### src/rtl/param_counter.sv
// param_counter: up/down counter with programmable terminal value, wrap or saturate mode,
// a one-cycle event pulse and sticky overflow/underflow flags.
//   clk      - rising-edge clock
//   reset    - asynchronous active-low reset; clears count and all flags
//   clear    - synchronous clear of count and flags (highest priority)
//   load     - synchronous load of load_val, clamped to MAX_VAL
//   load_val - value used by load
//   en       - count enable
//   up       - direction, 1 = up, 0 = down
//   count    - registered count, never above MAX_VAL
//   wrap     - one-cycle pulse coincident with the count after a wrap/saturation event
//   ovf/unf  - sticky flags for an up-count at MAX_VAL / a down-count at 0
module param_counter #(
  parameter int              WIDTH    = 4,
  parameter longint unsigned MAX_VAL  = (64'd1 << WIDTH) - 64'd1,
  parameter int              SATURATE = 0
) (
  input  logic             clk,
  input  logic             reset,
  input  logic             clear,
  input  logic             load,
  input  logic [WIDTH-1:0] load_val,
  input  logic             en,
  input  logic             up,
  output logic [WIDTH-1:0] count,
  output logic             wrap,
  output logic             ovf,
  output logic             unf
);
  localparam logic [WIDTH-1:0] MAX  = MAX_VAL[WIDTH-1:0];
  localparam logic [WIDTH-1:0] ZERO = '0;
  localparam logic [WIDTH-1:0] ONE  = {{(WIDTH-1){1'b0}}, 1'b1};
  localparam bit               SAT  = SATURATE != 0;
  logic [WIDTH-1:0] count_q, count_d, step_val, load_clamp;
  logic             wrap_q, wrap_d, ovf_q, ovf_d, unf_q, unf_d;
  logic             hit_max, hit_zero;
  // an event only counts when en actually drives the update (no clear, no load)
  assign hit_max    = en && up && (count_q == MAX);
  assign hit_zero   = en && !up && (count_q == ZERO);
  assign load_clamp = (load_val > MAX) ? MAX : load_val;
  always_comb begin
    step_val = up ? (hit_max  ? (SAT ? MAX : ZERO) : count_q + ONE)
                  : (hit_zero ? (SAT ? ZERO : MAX) : count_q - ONE);
    count_d  = clear ? ZERO : load ? load_clamp : en ? step_val : count_q;
    wrap_d   = !clear && !load && (hit_max || hit_zero);
    ovf_d    = !clear && (ovf_q || (!load && hit_max));
    unf_d    = !clear && (unf_q || (!load && hit_zero));
  end
  always_ff @(posedge clk or negedge reset) begin
    if (!reset) begin
      count_q <= '0;
      wrap_q  <= 1'b0;
      ovf_q   <= 1'b0;
      unf_q   <= 1'b0;
    end else begin
      count_q <= count_d;
      wrap_q  <= wrap_d;
      ovf_q   <= ovf_d;
      unf_q   <= unf_d;
    end
  end
  assign count = count_q;
  assign wrap  = wrap_q;
  assign ovf   = ovf_q;
  assign unf   = unf_q;
endmodule

### config.mk
export PLATFORM = sky130hd
export DESIGN_NAME = param_counter
export DESIGN_NICKNAME = d
export VERILOG_FILES = /design/src/rtl/param_counter.sv
export SDC_FILE = /design/constraint.sdc
export NUM_CORES = 1
export LEC_CHECK = 0
export BUFFER_PORTS_ARGS = -buffer_cell sky130_fd_sc_hd__buf_2
export CAP_MARGIN = 20
export CELL_PAD_IN_SITES_DETAIL_PLACEMENT = 0
export CELL_PAD_IN_SITES_GLOBAL_PLACEMENT = 1
export CORE_MARGIN = 2
export CORE_UTILIZATION = 35
export CTS_CLUSTER_SIZE = 14
export DETAILED_ROUTE_END_ITERATION = 8
export GPL_TIMING_DRIVEN = 1
export HOLD_SLACK_MARGIN = 0.02
export PLACE_DENSITY_LB_ADDON = 0.25
export SKIP_CTS_REPAIR_TIMING = 1
export SYNTH_ARGS = -nofsm -noshare
export SYNTH_HDL_FRONTEND = slang
export SYNTH_SLANG_ARGS = --single-unit
### constraint.sdc
create_clock -name clk -period 3.8 [get_ports clk]
set_input_delay 0.38 -clock clk [delete_from_list [all_inputs] [get_ports clk]]
set_output_delay 0.38 -clock clk [all_outputs]
set_load 0.005 [all_outputs]
== Word level (Yosys, flattened, before mapping) ==
Cells that the tools add are included.
Word-level totals
  word-level logic and storage cells: 33
  output and inout bits: 7
  bits of input ports: 10
  register bits: 7
Operators by class
  $lt $le $gt $ge: 1
  reduce and logical (&&, ||, !) cells: 18
  multiplexer cells: 7
  add/subtract/negate cells: 2
  eq/ne operators: 1
Operators by type and width (number)
  $mux W4: 7
  $logic_and A1 B1 Y1: 10
  $add A4 B1 Y4 const B: 1
  $eq A4 B4 Y1 const B: 1
  $gt A4 B4 Y1 const B: 1
  $logic_not A4 Y1: 1
  $sub A4 B1 Y4 const B: 1
  $logic_not A1 Y1: 3
  $logic_or A1 B1 Y1: 3
  $reduce_bool A3 Y1: 1

== Longest topological paths before layout ==
  word-level depth: 8
  mapped depth: 6

== Worst setup path after synthesis ==
OpenSTA, ideal clock, no wires.
  path type: reg-to-reg
  from: reg count_q[2] (netlist: count[2])
  to: reg count_q[3] (netlist: count[3])
  required time: 3720 ps
  setup slack: 2329 ps
  arrival time: 1392 ps
  setup time: 80 ps
  path buffers: 1
  stages on the path, launching flop included: 6
  cells stage by stage: dfrtp_1 > buf_2 > inv_2 > or4_1 > a311o_1 > o22ai_2
On the way
  word-level cells in the longest chain between the ends: 7
RTL lines
  start: declaration: RTL line 34  | logic [WIDTH-1:0] count_q, count_d, step_val, load_clamp;
  start signal: assignment: RTL line 56  | count_q <= count_d;
  branches (longest 3 deep; another with $sub A4 B1 Y4)
  $mux W4 *: RTL line 42  | step_val = up ? (hit_max ? (SAT ? MAX : ZERO) : count_q + ONE)
  $mux W4 * (3 in series): RTL line 44  | count_d = clear ? ZERO : load ? load_clamp : en ? step_val : count_q;
Every way passes the cells marked *. The select of a mux whose other input is x is not followed.
A chain may end at the register's enable or synchronous reset.

== Worst setup path after layout ==
  from: reg count_q[0] (netlist: count[0])
  to: reg count_q[3] (netlist: count[3])
Same word-level chain as after synthesis.

==> reports/metrics.csv <==
metric,value,unit
Max Clock Skew,0.00336,ns
iteration count of the initial detailed-routing pass,4,
placed cells,82,
total routed wirelength,929,um
final setup TNS,0,ns
crit path from,count[0],
pre-CTS setup slack,2.30,ns
Worst path slowest cell,or4_1,
"Slew Viols, Final",0,
initial antenna violation count,0,
reg-to-reg setup timing slack,2.29,ns
DRC,0,
Syn Nets,68,
Iter 0 DRT Violations,1,
Synth Register Bits,7,
share of layout cells above drive strength 1,0.333,
I/O Buffers,16,
HPWL after DPL,714,um
Final WS setup,2.29,ns
CTS tree,yes,
CP startpoint kind,register,
status,finished clean,
Hold Crit Class,in2reg,
Total Routing Usage GR,0.146,
Placed Area,553,sq um
Final setup viols,0,
largest net degree at the start of global routing,10,
Syn. warnings,0,
Mapped Avg Cell Area,8.55,sq um
cell leakage power,0.280,nW
Pwr Density,328,nW/um^2
Clock Sinks,7,
Tmin final,1.51,ns
DR vias/cell,4.78,
TritonCTS Buffers,3,
Clock Latency Late Sink,0.25,ns
clk slew on worst S/H paths,0.05,ns
MaxCap Viol Count,0,
kind of critical path,reg2reg,
sequential-to-total area share from yosys stat,0.372,
H-Tree Depth,1,
post-synthesis cell type count,25,
Final Cycle Share,0.397,
GP Congestion,0.748,
CP endpoint kind,register,
Antenna Nets Post-Route,0,
cell family with most CP delay,simple AND/OR/NAND/NOR gates,
clock root buffer,clkbuf_4,
unrepaired setup endpoints after global routing,false,
Hold Slack,0.370,ns
worst vdd ir,0.000238,V
GRT overflow,0,
WP data arrival,1.69,ns
Placement Rows,13,
Area Growth Syn to Fin,25.3,%
nets@finish,86,
core area,1280,sq um
ANT cells,0,
worst rel slew slack,0.818,
starting density of the core,0.366,
Die Ht,40.7,um
synthesized cell area,470,sq um
IO Pins,17,
Worst EP required,3.98,ns
Final Non-Filler Cells,87,
fmax,662,MHz
dominant synthesized flop cell,dfrtp_1,
cell area after layout,589,sq um
"Async S/R FF share, synth",1.00,
cell chain of the critical path,inv_2 > or4_1 > a311o_1 > o22ai_2,
CTS max path bufs,2,
"commonest non-fill, non-tap cell in the layout",buf_2,
Worst R2R Path Depth,4,
final core utilization,0.459,
first-pass GRT wire length,1.48,mm
via count,416,
reg2reg start,count[0],
die area,1650,sq um
Tightest Pin Transition,0.274,ns
CP Capture Point,count[3],
Pwr Total,0.193,mW
Critical Path Max Stage Delay,0.52,ns
"commonest non-fill, non-tap cells in the layout","buf_2 (16), a21oi_1 (9), dfrtp_1 (7), nor2_1 (5)",
Final Hold Violating Endpoints,0,
Post-synth EDFFs,0,
reg2reg end,count[3],
Crit. path cell count,4,
CP max FO,6,
Cells after Synth,55,
Fill cells,141,
die width,40.7,um
vias in the first global route,334,
per-cell routed wire length,10.7,um
WP buf/inv,1,
worst register-to-register path: cells and delay by family, from the launching register on:
family,cells,cell delay [ns]
simple gates,1,0.52
flops,1,0.45
compound gates,2,0.41
buf+inv,1,0.07
logic make-up (layout without fill, tap and decap cells):
group,after synthesis,count (layout),synth area share
adders and majority gates,3,3,0.0798
AOI/OAI and AO/OA,15,15,0.194
buffers and inverters,9,26,0.0745
and+or+nand+nor,15,15,0.165
xor gates and xnor gates,5,5,0.0931
DFF,7,7,0.372
muxes,1,1,0.0213
synth_stat cells (all sizes together), types with 2 or more instances:
| cell | instances | area (sq um) |
|---|---|---|
| inv | 5 | 18.8 |
| buf | 2 | 8.75 |
| nor2 | 5 | 18.8 |
| o21ai | 3 | 15.0 |
| dfrtp | 7 | 175 |
| ha | 3 | 37.5 |
| nor3 | 2 | 10.0 |
| a21oi | 9 | 45.0 |
| xor2 | 2 | 17.5 |
| clkbuf | 2 | 7.51 |
| xnor2 | 3 | 26.3 |
worst min path at each step:
stage | startpoint | cells past startpoint | end | slack, ns
after floorplan | reset | 0 | count[0] | 0.08
after CTS | reset | 1 | wrap | -0.05
after global routing | load_val[0] | 3 | count[0] | 0.39
after global placement | reset | 1 | wrap | 0.22
after detailed placement | reset | 1 | wrap | 0.22
final | load_val[0] | 3 | count[0] | 0.37
power by group:
group	internal, mW	switching (mW)	total (mW)
logic	0.0210	0.0210	0.0419
clock network	0.0400	0.0262	0.0662
registers	0.0785	0.00655	0.0851
total	0.139	0.0537	0.193
layer usage:
layer  vias up  GRT usage  routed length (um)
met3         0     0.0978                  64
met2        16      0.210                 411
met5         -          0                   0
li1        220          -                   -
met4         0     0.0250                   0
met1       180      0.181                 453
layout make-up:
type                            count  area [sq um]  area share
Multi-Input combinational cell     39           260       0.442
Sequential cell                     7           175       0.297
Timing Repair Buffer               17          90.1       0.153
Clock buffer                        4          26.3      0.0446
Inverter                            5          18.8      0.0318
Tap cell                           15          18.8      0.0318
registers in the layout, summed over array words and instances (netlist names):
signal	cells
wrap	1
unf	1
count	4
ovf	1
Note: power is estimated with default switching activity, not from simulation.
